### config.mk
export PLATFORM = sky130hd
export DESIGN_NAME = mem_lsu
export DESIGN_NICKNAME = d
export VERILOG_FILES = /design/src/rtl/mem_lsu_pkg.sv /design/src/rtl/mem_lsu_ldalign.sv /design/src/rtl/mem_lsu.sv
export SDC_FILE = /design/constraint.sdc
export NUM_CORES = 1
export LEC_CHECK = 0
export ABC_AREA = 0
export BUFFER_PORTS_ARGS = -buffer_cell sky130_fd_sc_hd__buf_2
export CELL_PAD_IN_SITES_DETAIL_PLACEMENT = 1
export CELL_PAD_IN_SITES_GLOBAL_PLACEMENT = 2
export CORE_MARGIN = 3
export CORE_UTILIZATION = 28
export DETAILED_ROUTE_END_ITERATION = 10
export HOLD_SLACK_MARGIN = 0.05
export PLACE_DENSITY_LB_ADDON = 0.1
export SETUP_SLACK_MARGIN = 0.15
export SLEW_MARGIN = 20
export SYNTH_ARGS = -nofsm -noshare
export SYNTH_HDL_FRONTEND = slang
export SYNTH_SLANG_ARGS = --single-unit
### constraint.sdc
create_clock -name clk -period 1.9 [get_ports clk]
set_input_delay 0.19 -clock clk [delete_from_list [all_inputs] [get_ports clk]]
set_output_delay 0.19 -clock clk [all_outputs]
set_load 0.02 [all_outputs]
### src/rtl/mem_lsu_pkg.sv
// Shared definitions for the load/store unit: RV32I width codes, FSM state
// encoding and the store-side lane helpers.
package mem_lsu_pkg;

  localparam logic [2:0] F3_B  = 3'b000;
  localparam logic [2:0] F3_H  = 3'b001;
  localparam logic [2:0] F3_W  = 3'b010;
  localparam logic [2:0] F3_BU = 3'b100;
  localparam logic [2:0] F3_HU = 3'b101;

  typedef enum logic [1:0] {
    S_IDLE  = 2'd0,
    S_ISSUE = 2'd1,
    S_WAIT  = 2'd2,
    S_RESP  = 2'd3
  } lsu_state_e;

  // Unknown width codes and misaligned halves/words never reach memory.
  function automatic logic is_illegal(input logic       we,
                                      input logic [2:0] funct3,
                                      input logic [1:0] lo);
    logic ill;
    ill = 1'b1;
    case (funct3)
      F3_B:    ill = 1'b0;
      F3_H:    ill = lo[0];
      F3_W:    ill = |lo;
      F3_BU:   ill = we;
      F3_HU:   ill = we | lo[0];
      default: ill = 1'b1;
    endcase
    return ill;
  endfunction

  function automatic logic [3:0] store_mask(input logic [2:0] funct3,
                                            input logic [1:0] lo);
    logic [3:0] mask;
    mask = 4'b0000;
    case (funct3)
      F3_B:    mask = 4'b0001 << lo;
      F3_H:    mask = 4'b0011 << {lo[1], 1'b0};
      F3_W:    mask = 4'b1111;
      default: mask = 4'b0000;
    endcase
    return mask;
  endfunction

  function automatic logic [31:0] store_data(input logic [2:0]  funct3,
                                             input logic [31:0] wdata);
    logic [31:0] data;
    data = wdata;
    case (funct3)
      F3_B:    data = {4{wdata[7:0]}};
      F3_H:    data = {2{wdata[15:0]}};
      default: data = wdata;
    endcase
    return data;
  endfunction

endpackage

### src/rtl/mem_lsu_ldalign.sv
// Load lane extraction: selects the addressed byte/half of the memory word
// and sign- or zero-extends it according to the width code.
module mem_lsu_ldalign
  import mem_lsu_pkg::*;
(
  input  logic [31:0] rdata,
  input  logic [1:0]  addr,
  input  logic [2:0]  funct3,
  output logic [31:0] result
);

  logic [15:0] lane;

  assign lane = 16'(rdata >> {addr, 3'b000});

  always_comb begin
    result = rdata;
    case (funct3)
      F3_B:    result = {{24{lane[7]}}, lane[7:0]};
      F3_BU:   result = {24'h000000, lane[7:0]};
      F3_H:    result = {{16{lane[15]}}, lane[15:0]};
      F3_HU:   result = {16'h0000, lane[15:0]};
      default: result = rdata;
    endcase
  end

endmodule

### src/rtl/mem_lsu.sv
// RV32I load/store unit for a single-cycle registered-read memory: one
// request in flight, all outputs registered, one-cycle completion pulse.
module mem_lsu
  import mem_lsu_pkg::*;
(
  input  logic        clk,
  input  logic        resetn,
  input  logic        req_valid,
  output logic        req_ready,
  input  logic        req_we,
  input  logic [2:0]  req_funct3,
  input  logic [31:0] req_addr,
  input  logic [31:0] req_wdata,
  output logic        rsp_valid,
  output logic [31:0] rsp_rdata,
  output logic        rsp_err,
  output logic [31:0] mem_addr,
  output logic        mem_rstrb,
  input  logic [31:0] mem_rdata,
  output logic [31:0] mem_wdata,
  output logic [3:0]  mem_wmask
);

  lsu_state_e  state_q;
  logic        we_q;
  logic [2:0]  funct3_q;
  logic [31:0] addr_q;

  logic        req_ready_q;
  logic        rsp_valid_q;
  logic [31:0] rsp_rdata_q;
  logic        rsp_err_q;
  logic        mem_rstrb_q;
  logic [31:0] mem_wdata_q;
  logic [3:0]  mem_wmask_q;

  logic        req_illegal;
  logic [31:0] ld_result;

  assign req_illegal = is_illegal(req_we, req_funct3, req_addr[1:0]);

  mem_lsu_ldalign u_ldalign (
    .rdata  (mem_rdata),
    .addr   (addr_q[1:0]),
    .funct3 (funct3_q),
    .result (ld_result)
  );

  always_ff @(posedge clk or negedge resetn) begin
    if (!resetn) begin
      state_q     <= S_IDLE;
      we_q        <= 1'b0;
      funct3_q    <= 3'b000;
      addr_q      <= '0;
      req_ready_q <= 1'b1;
      rsp_valid_q <= 1'b0;
      rsp_rdata_q <= '0;
      rsp_err_q   <= 1'b0;
      mem_rstrb_q <= 1'b0;
      mem_wdata_q <= '0;
      mem_wmask_q <= '0;
    end else begin
      // NOTE: pulse outputs default low here and are raised only by the branch
      // that needs them; non-blocking keeps every read at pre-edge values.
      rsp_valid_q <= 1'b0;
      mem_rstrb_q <= 1'b0;
      mem_wmask_q <= '0;
      case (state_q)
        S_IDLE: begin
          if (req_valid) begin
            we_q        <= req_we;
            funct3_q    <= req_funct3;
            addr_q      <= req_addr;
            mem_wdata_q <= store_data(req_funct3, req_wdata);
            req_ready_q <= 1'b0;
            if (req_illegal) begin
              state_q     <= S_RESP;
              rsp_valid_q <= 1'b1;
              rsp_err_q   <= 1'b1;
              rsp_rdata_q <= '0;
            end else begin
              state_q     <= S_ISSUE;
              mem_rstrb_q <= ~req_we;
              mem_wmask_q <= req_we ? store_mask(req_funct3, req_addr[1:0]) : 4'b0000;
            end
          end
        end
        S_ISSUE: begin
          if (we_q) begin
            state_q     <= S_RESP;
            rsp_valid_q <= 1'b1;
            rsp_err_q   <= 1'b0;
            rsp_rdata_q <= '0;
          end else begin
            state_q <= S_WAIT;
          end
        end
        S_WAIT: begin
          // Memory data registered on the ISSUE->WAIT edge is stable now.
          state_q     <= S_RESP;
          rsp_valid_q <= 1'b1;
          rsp_err_q   <= 1'b0;
          rsp_rdata_q <= ld_result;
        end
        S_RESP: begin
          state_q     <= S_IDLE;
          req_ready_q <= 1'b1;
        end
        default: begin
          state_q     <= S_IDLE;
          req_ready_q <= 1'b1;
        end
      endcase
    end
  end

  assign req_ready = req_ready_q;
  assign rsp_valid = rsp_valid_q;
  assign rsp_rdata = rsp_rdata_q;
  assign rsp_err   = rsp_err_q;
  assign mem_addr  = {addr_q[31:2], 2'b00};
  assign mem_rstrb = mem_rstrb_q;
  assign mem_wdata = mem_wdata_q;
  assign mem_wmask = mem_wmask_q;

endmodule

==> results.sh, run 1 <==
export IMPL_portBuffers=204
export IMPL_vias=4320
export IMPL_crit_arrival_ns=1.93
export IMPL_hold_class="input pin to flip-flop"
export IMPL_start_util_pct=29.0
export IMPL_timing_critical_path_to_type="flip-flop"
export IMPL_cts_sinks=110
export IMPL_grt_pass1_wl_mm=26.7
export IMPL_powerDensity_mw_per_mm2=1690
export IMPL_async_flop_share_pct=100
export IMPL_numCtsBuffers=9
export IMPL_synth_top_cell_area_share_pct=49.5
export IMPL_row_count=50
export IMPL_area_delta_synth_final_pct=29.9
export IMPL_final_layout_size_suffix_gt1_share_pct=46.0
export IMPL_ys_seq_elements=110
export IMPL_fin_hold_ws_ns=0.0673
export IMPL_syn_area_per_cell_um2=11.7
export IMPL_cts_root_buffer="clkbuf_16"
export IMPL_fp_dieW_um=146
export IMPL_drt_iter0_drc=172
export IMPL_wire_per_inst_um=18.3
export IMPL_worst_pin_slew_ns=0.537
export IMPL_die_area_mm2=0.0214
export IMPL_cap_viol_max_count=0
export IMPL_relSlewSlack_pct=64.2
export IMPL_layout_commonest_cell="buf_2"
export IMPL_final_cell_mix="buf_2, dfrtp_1, mux2i_1, mux2_2, o21ai_0"
export IMPL_worst_setup_path_start_kind="flip-flop"
export IMPL_layout_nets=763
export IMPL_ios=207
export IMPL_yosys_area_top_type="dfrtp_1"
export IMPL_grt_usage_pct=15.7
export IMPL_finalHoldViolations=0
export IMPL_antenna_found_initial=1
export IMPL_setup_violations_final=0
export IMPL_synth_area_leaders="dfrtp_1, mux2_2, mux2i_1, buf_4, o2bb2ai_1"
export IMPL_rsz0062_at_grt="true"
export IMPL_coreArea_mm2=0.0190
export IMPL_r2r_setup_slack_ns=0.20
export IMPL_synth_cell_types=44
export IMPL_status="finished clean"
export IMPL_r2r_start="addr_q[1]$_DFFE_PN0P_"
export IMPL_p_leak_nw=3.44
export IMPL_slew_violations=0
export IMPL_startpoint="addr_q[1]$_DFFE_PN0P_"
export IMPL_synth_edf_count=0
export IMPL_netlist_instances=472
export IMPL_cts_tree="done"
export IMPL_globalplace_congestion=0.756
export IMPL_ys_warn_count=0
export IMPL_synth_area_mm2=0.00551
export IMPL_ant_nets=0
export IMPL_drcViolationCount=0
export IMPL_viasPerCell=4.69
export IMPL_cts_buffer_depth=2
export IMPL_path_max_fanout=16
export IMPL_max_freq_mhz=588
export IMPL_final_min_clock_period_ns=1.70
export IMPL_worst_setup_path_type="flip-flop to flip-flop"
export IMPL_drt_wl_total_mm=16.9
export IMPL_dr_pass1_iters=4
export IMPL_min_period_over_period_pct=89.5
export IMPL_overflow=0
export IMPL_grt_max_degree=43
export IMPL_synth_seq_area_share_pct=50.0
export IMPL_place_hpwl_mm=12.6
export IMPL_hp_start="req_addr[18]"
export IMPL_skew_ns=0.00674
export IMPL_clkTransAtPathRegs_ns=0.07
export IMPL_irDropWorstVdd_mv=0.708
export IMPL_cp_data_required_time_ns=2.13
export IMPL_first_global_vias=4787
export IMPL_tns_ns=0
export IMPL_die_h_um=146
export IMPL_htree_levels=3
export IMPL_ys_flop_type="dfrtp_1"
export IMPL_insertion_delay_ns=0.35
## cell type report
cell class                      instances  area [um2]
Timing Repair Buffer                  240        1410
Tap cell                              260         325
Clock buffer                           11         243
Fill cell                            2188       11900
Inverter                               13        48.8
Clock inverter                          5        66.3
Sequential cell                       110        2760
Antenna cell                            1        2.50
Multi-Input combinational cell        282        2300
## worst max-delay path, stage by stage (launching register included)
cell and delay (ns):
dfrtp_1 0.38, mux4_2 0.56, o211a_4 0.33, a22oi_1 0.22
o2bb2ai_1 0.09
## stage by stage
step / worst slack (ns) / utilization [%] / total power, mW / instances / area, um2
floorplan: 0.184 / - / 8.41 / 473 / 5520
global placement: 0.184 / 35.0 / 9.91 / 890 / 6660
detailed placement: 0.0985 / 35.0 / 10.1 / 890 / 6660
CTS: 0.155 / 37.6 / 12.3 / 921 / 7140
global route: 0.135 / 37.6 / 12.9 / 922 / 7150
finish: 0.200 / 37.6 / 12.1 / 922 / 7150
## logic make-up (layout without fill, tap and decap cells)
family,after synthesis,count (layout),share of synthesized area (%)
buffers and inverters,81,269,8.91
DFF,110,110,50.0
xor gates and xnor gates,1,1,0.159
and+or+nand+nor,66,66,6.43
adders and majority gates,4,4,0.909
other,1,3,0.0681
AOI/OAI and AO/OA,120,120,16.1
muxes,89,89,17.4
## state kept, by name (all words and copies together), names as in the netlist
signal,flops
state_q,2
mem_rstrb,1
mem_wdata,32
req_ready,1
we_q,1
addr_q,32
rsp_rdata,32
rsp_valid,1
rsp_err,1
mem_wmask,4
funct3_q,3
## where the power goes
group          internal (mW)  switching [mW]
clock network           1.08           0.922
registers               3.32           0.568
logic                   2.55            3.65
## path summary, 6_finish.rpt
path / to / cells past startpoint
worst max register to register: rsp_rdata[21]$_DFFE_PN0P_ / 4
worst min-delay path: addr_q[18]$_DFFE_PN0P_ / 2
worst min register to register: mem_wdata[27]$_DFFE_PN0P_ / 2
min in group asynchronous: rsp_rdata[3]$_DFFE_PN0P_ / 2
max in group asynchronous: addr_q[0]$_DFFE_PN0P_ / 3
worst max-delay path: rsp_rdata[21]$_DFFE_PN0P_ / 4
## cells in the mapped netlist, types with 4 or more instances
library cell	n
dfrtp_1	109
mux2i_1	45
mux2_2	43
o21ai_0	36
nand2_1	35
buf_4	32
o2bb2ai_1	26
a22oi_1	16
clkbuf_1	14
inv_1	12
buf_2	11
nand3b_1	9
a21oi_1	7
a2bb2oi_1	7
buf_6	7
nor2_1	7
o2111ai_1	7
o21ai_1	6
o221ai_1	6
buf_1	4
ha_1	4
nor3_1	4
## layer usage
layer  vias up  part of all wire (%)  track usage, %
li1       2045                     -               -
met4         0                   1.3            4.42
met5         -                     0               0
met1      2124                    43            19.3
met2       137                    49            26.4
met3        14                   7.1            5.06
## what timing repair did
| action | CTS | global route |
|---|---|---|
| setup buffers | 0 | 0 |
| setup endpoints to repair | 46 | 32 |
| pin swaps | 1 | 1 |
| gates resized for setup | 5 | 5 |
| hold endpoints to repair | 46 | 0 |
| hold buffers | 15 | 0 |
(Power assumes the default switching activity.)
==> run 2, diff against run 1 <==
CORE_MARGIN = unset   (was 3)
REMOVE_ABC_BUFFERS = 1   (was unset)
==> results.sh, run 2 (synthesized netlist as in run 1, its figures left out) <==
export IMPL_hold_depth=2
export IMPL_wire_per_inst_um=17.5
export IMPL_layout_commonest_cell="buf_2"
export IMPL_numCtsBuffers=9
export IMPL_cts_tree="done"
export IMPL_postLayoutCellArea_mm2=0.00727
export IMPL_insertion_delay_ns=0.35
export IMPL_ios=207
export IMPL_hp_start="req_addr[22]"
export IMPL_worst_setup_path_type="flip-flop to flip-flop"
export IMPL_antenna_found_initial=0
export IMPL_skew_ns=0.00589
export IMPL_die_area_mm2=0.0202
export IMPL_max_freq_mhz=587
export IMPL_p_leak_nw=3.50
export IMPL_drt_wl_total_mm=16.3
export IMPL_dr_pass1_iters=4
export IMPL_dp_cells=888
export IMPL_whs_endpoint="addr_q[22]$_DFFE_PN0P_"
export IMPL_n_fill_cell=2151
export IMPL_final_min_clock_period_ns=1.70
export IMPL_cts_root_buffer="clkbuf_16"
export IMPL_globalplace_congestion=0.763
export IMPL_status="finished clean"
export IMPL_cts_sinks=110
export IMPL_dp_slack_ns=-0.00348
export IMPL_r2r_start="addr_q[1]$_DFFE_PN0P_"
export IMPL_dpl_cell_area_mm2=0.00661
export IMPL_reg2reg_depth=4
export IMPL_irDropWorstVdd_mv=0.610
export IMPL_cap_viol_max_count=0
export IMPL_final_cells=930
export IMPL_grt_pass1_wl_mm=25.2
export IMPL_row_count=50
export IMPL_final_cell_mix="buf_2, dfrtp_1, mux2i_1, mux2_2, o21ai_0"
export IMPL_setup_violations_final=0
export IMPL_slew_violations=0
export IMPL_die_h_um=142
export IMPL_r2r_setup_slack_ns=0.20
export IMPL_powerDensity_mw_per_mm2=1730
export IMPL_ant_nets=0
export IMPL_setup_slack_ns=0.196
export IMPL_worst_pin_slew_ns=0.599
export IMPL_viasPerCell=4.69
export IMPL_overflow=0
export IMPL_finalHoldViolations=0
export IMPL_grt_usage_pct=16.2
export IMPL_rsz0062_at_grt="true"
export IMPL_hold_class="input pin to flip-flop"
export IMPL_drt_iter0_drc=135
export IMPL_fp_dieW_um=142
export IMPL_fin_hold_ws_ns=0.0677
export IMPL_first_global_vias=4523
export IMPL_grt_max_degree=68
export IMPL_portBuffers=204
export IMPL_cts_buffer_depth=2
export IMPL_clkTransAtPathRegs_ns=0.07
export IMPL_min_period_over_period_pct=89.7
export IMPL_final_layout_size_suffix_gt1_share_pct=46.6
export IMPL_relSlewSlack_pct=59.9
export IMPL_vias=4358
export IMPL_timing_critical_path_to_type="flip-flop"
export IMPL_path_max_fanout=16
export IMPL_htree_levels=3
export IMPL_coreArea_mm2=0.0190
export IMPL_crit_arrival_ns=1.94
export IMPL_place_hpwl_mm=11.7
export IMPL_worst_setup_path_start_kind="flip-flop"
export IMPL_start_util_pct=29.0
export IMPL_layout_nets=771
export IMPL_timing_rr_end="rsp_rdata[29]$_DFFE_PN0P_"
export IMPL_cp_data_required_time_ns=2.14
export IMPL_area_delta_synth_final_pct=32.1
export IMPL_drcViolationCount=0
[run 2: final cells by class]
class	instances	area, um2	share of cell area, %
Sequential cell	110	2750	37.9
Multi-Input combinational cell	282	2310	31.8
Timing Repair Buffer	248	1520	20.9
Tap cell	260	325	4.47
Clock buffer	10	239	3.29
Clock inverter	6	67.6	0.929
Inverter	13	52.6	0.723
Antenna cell	1	2.50	0.0344
[run 2: worst max-delay path by stage]
stage	from	end	slack, ns	depth (start not counted)
2_1_floorplan	state_q[0]$_DFFE_PN0N_	rsp_err$_DFFE_PN0P_	-1.57	6
3_3_place_gp	state_q[0]$_DFFE_PN0N_	rsp_rdata[26]$_DFFE_PN0P_	0.12	5
3_5_place_dp	state_q[0]$_DFFE_PN0N_	rsp_rdata[25]$_DFFE_PN0P_	-0.003	5
4_1_cts	state_q[0]$_DFFE_PN0N_	rsp_rdata[1]$_DFFE_PN0P_	0.15	8
5_1_grt	addr_q[1]$_DFFE_PN0P_	rsp_rdata[29]$_DFFE_PN0P_	0.14	4
6_report	addr_q[1]$_DFFE_PN0P_	rsp_rdata[29]$_DFFE_PN0P_	0.20	4
[run 2: where the power goes]
part	switching (mW)	total [mW]	internal, mW
Sequential	0.534	3.85	3.31
Clock	0.919	1.99	1.07
Combinational	3.81	6.71	2.90
Total	5.27	12.5	7.28
[run 2: what timing repair did]
action,CTS,global route
endpoints found under the hold margin,41,3
cloned,0,3
setup endpoints to repair,33,33
setup buffers,2,4
pin swaps,2,3
hold buffers,13,3
resized for setup,6,10
[run 2: layer usage]
| metal | wire, um | up-vias | GRT usage, % | part of all wire [%] |
|---|---|---|---|---|
| li1 | - | 2057 | - | - |
| met1 | 7170 | 2148 | 20.3 | 44 |
| met2 | 7900 | 144 | 26.9 | 48 |
| met3 | 1100 | 9 | 5.85 | 6.7 |
| met4 | 137 | 0 | 3.17 | 0.84 |
| met5 | 0 | - | 0 | 0 |
[run 2: worst max-delay path, stage by stage (launching register included)]
cell	delay (ns)
dfrtp_1	0.39
mux4_2	0.56
o211a_4	0.34
a22oi_1	0.20
o2bb2ai_1	0.09
[run 2: metrics by stage]
stage	power, mW	TNS (ns)	utilization (%)
after detailed placement	9.87	-0.00348	34.7
after CTS	12.1	0	37.3
after global placement	9.68	0	34.7
after global routing	13.4	0	38.2
after floorplan	7.63	-121.53	-
final	12.5	0	38.2
==> run 3, diff against run 2 <==
clock period = 1.5 ns   (was 1.9 ns; I/O delays follow)
==> results.sh, run 3 (synthesized netlist as in run 1, its figures left out) <==
export IMPL_status="finished, violations left"
export IMPL_violations="setup timing"
export IMPL_start_util_pct=29.0
export IMPL_n_fill_cell=2094
export IMPL_skew_ns=0.00895
export IMPL_htree_levels=3
export IMPL_rsz0062_at_grt="true"
export IMPL_numCtsBuffers=9
export IMPL_hp_start="req_wdata[18]"
export IMPL_grt_usage_pct=18.4
export IMPL_whs_endpoint="mem_wdata[18]$_DFFE_PN0P_"
export IMPL_crit_arrival_ns=1.95
export IMPL_insertion_delay_ns=0.36
export IMPL_row_count=50
export IMPL_drt_iter0_drc=131
export IMPL_grt_pass1_wl_mm=28.4
export IMPL_fp_dieW_um=142
export IMPL_cap_viol_max_count=0
export IMPL_layout_nets=841
export IMPL_hold_class="input pin to flip-flop"
export IMPL_finalHoldViolations=0
export IMPL_path_max_fanout=8
export IMPL_antenna_found_initial=1
export IMPL_place_hpwl_mm=12.3
export IMPL_globalplace_congestion=0.743
export IMPL_final_cell_mix="buf_2, dfrtp_1, mux2i_1, mux2_2, buf_4"
export IMPL_drt_wl_total_mm=18.5
export IMPL_max_freq_mhz=586
export IMPL_slowest_delay_ns=0.61
export IMPL_overflow=0
export IMPL_dr_pass1_iters=4
export IMPL_first_global_vias=5114
export IMPL_fin_hold_ws_ns=0.0655
export IMPL_cts_root_buffer="clkbuf_16"
export IMPL_dpl_cell_area_mm2=0.00694
export IMPL_coreArea_mm2=0.0190
export IMPL_irDropWorstVdd_mv=0.840
export IMPL_area_delta_synth_final_pct=55.7
export IMPL_final_min_clock_period_ns=1.71
export IMPL_finalPower_mw=18.3
export IMPL_hold_depth=3
export IMPL_ant_nets=0
export IMPL_ios=207
export IMPL_p_leak_nw=4.08
export IMPL_cts_sinks=110
export IMPL_grt_max_degree=46
export IMPL_reg2reg_depth=4
export IMPL_dp_slack_ns=-0.210
export IMPL_vias=4728
export IMPL_postLayoutCellArea_mm2=0.00857
export IMPL_slew_violations=0
export IMPL_final_layout_size_suffix_gt1_share_pct=59.5
export IMPL_worst_setup_path_type="flip-flop to flip-flop"
export IMPL_cp_data_required_time_ns=1.75
export IMPL_portBuffers=204
export IMPL_timing_critical_path_to_type="flip-flop"
export IMPL_use_met3_pct=5.72
export IMPL_slowest_stage="mux4_2"
export IMPL_wire_per_inst_um=18.5
export IMPL_setup_violations_final=66
export IMPL_die_area_mm2=0.0202
export IMPL_grt_use_met1_pct=22.3
export IMPL_cts_buffer_depth=2
export IMPL_viasPerCell=4.73
export IMPL_drcViolationCount=0
export IMPL_layout_commonest_cell="buf_2"
export IMPL_top_usage_layer="met2"
export IMPL_worst_setup_path_start_kind="flip-flop"
export IMPL_die_h_um=142
export IMPL_cts_tree="done"
export IMPL_r2r_start="addr_q[1]$_DFFE_PN0P_"
export IMPL_final_cells=1000
export IMPL_r2r_setup_slack_ns=-0.21
export IMPL_dp_cells=921
export IMPL_worstPathCellList="mux4_2 > o211a_4 > a22oi_1 > o2bb2ai_1"
export IMPL_clkTransAtPathRegs_ns=0.08
export IMPL_use_met2_pct=31.9
export IMPL_min_period_over_period_pct=114
export IMPL_timing_rr_end="rsp_rdata[25]$_DFFE_PN0P_"
export IMPL_setup_slack_ns=-0.206
export IMPL_powerDensity_mw_per_mm2=2130
## run 3: timing repair
item                                    4_1_cts  5_1_grt
hold endpoints to repair                    139        0
resized for setup                            82       90
buffers inserted                             17        6
endpoints found under the setup margin      107      103
gates cloned                                  5        3
pin swaps                                    21       27
hold buffers                                 31        0
## run 3: metrics by stage
| stage | utilization [%] | TNS, ns |
|---|---|---|
| after floorplan | - | -162.33 |
| after global placement | 36.5 | -5.71 |
| after detailed placement | 36.5 | -10.01 |
| after CTS | 42.5 | -5.73 |
| after global routing | 45.1 | -11.49 |
| final | 45.1 | -6.46 |
## run 3: cell type report
cell class	count	area (um2)	area share, %
diodes	1	2.50	0.0292
clock buffers	10	239	2.79
clock inverters	6	46.3	0.540
inverters	13	48.8	0.569
multi-input cells	283	2750	32.1
flip-flops and latches	110	2750	32.1
well taps	260	325	3.79
repair buffers	317	2410	28.1
## run 3: where the power goes
part	total (mW)	internal, mW	leakage (nW)	switching [mW]
logic	10.9	5.23	2.56	5.64
registers	5.04	4.20	1.38	0.833
clock network	2.37	1.18	0.135	1.19
total	18.3	10.6	4.08	7.66
## run 3: worst max-delay path by stage
stage,from,endpoint,slack (ns),depth (start not counted)
final,addr_q[1]$_DFFE_PN0P_,rsp_rdata[25]$_DFFE_PN0P_,-0.21,4
after global placement,state_q[0]$_DFFE_PN0N_,rsp_rdata[15]$_DFFE_PN0P_,-0.13,6
after detailed placement,addr_q[1]$_DFFE_PN0P_,rsp_rdata[27]$_DFFE_PN0P_,-0.21,4
after CTS,addr_q[1]$_DFFE_PN0P_,rsp_rdata[20]$_DFFE_PN0P_,-0.16,4
after global routing,addr_q[1]$_DFFE_PN0P_,rsp_rdata[0]$_DFFE_PN0P_,-0.26,5
after floorplan,state_q[0]$_DFFE_PN0N_,rsp_err$_DFFE_PN0P_,-1.97,6
## run 3: worst max-delay path, delay by kind of cell, from the launching register on
kind / cells / cell delay (ns)
flip-flops: 1 / 0.37
multiplexers: 1 / 0.61
AO/OA/AOI/OAI: 3 / 0.61
## run 3: per-layer routing
layer	wire length (um)	vias to the layer above
met5	0	-
met4	181	0
met3	1060	13
met2	9370	134
met1	7870	2363
li1	-	2218
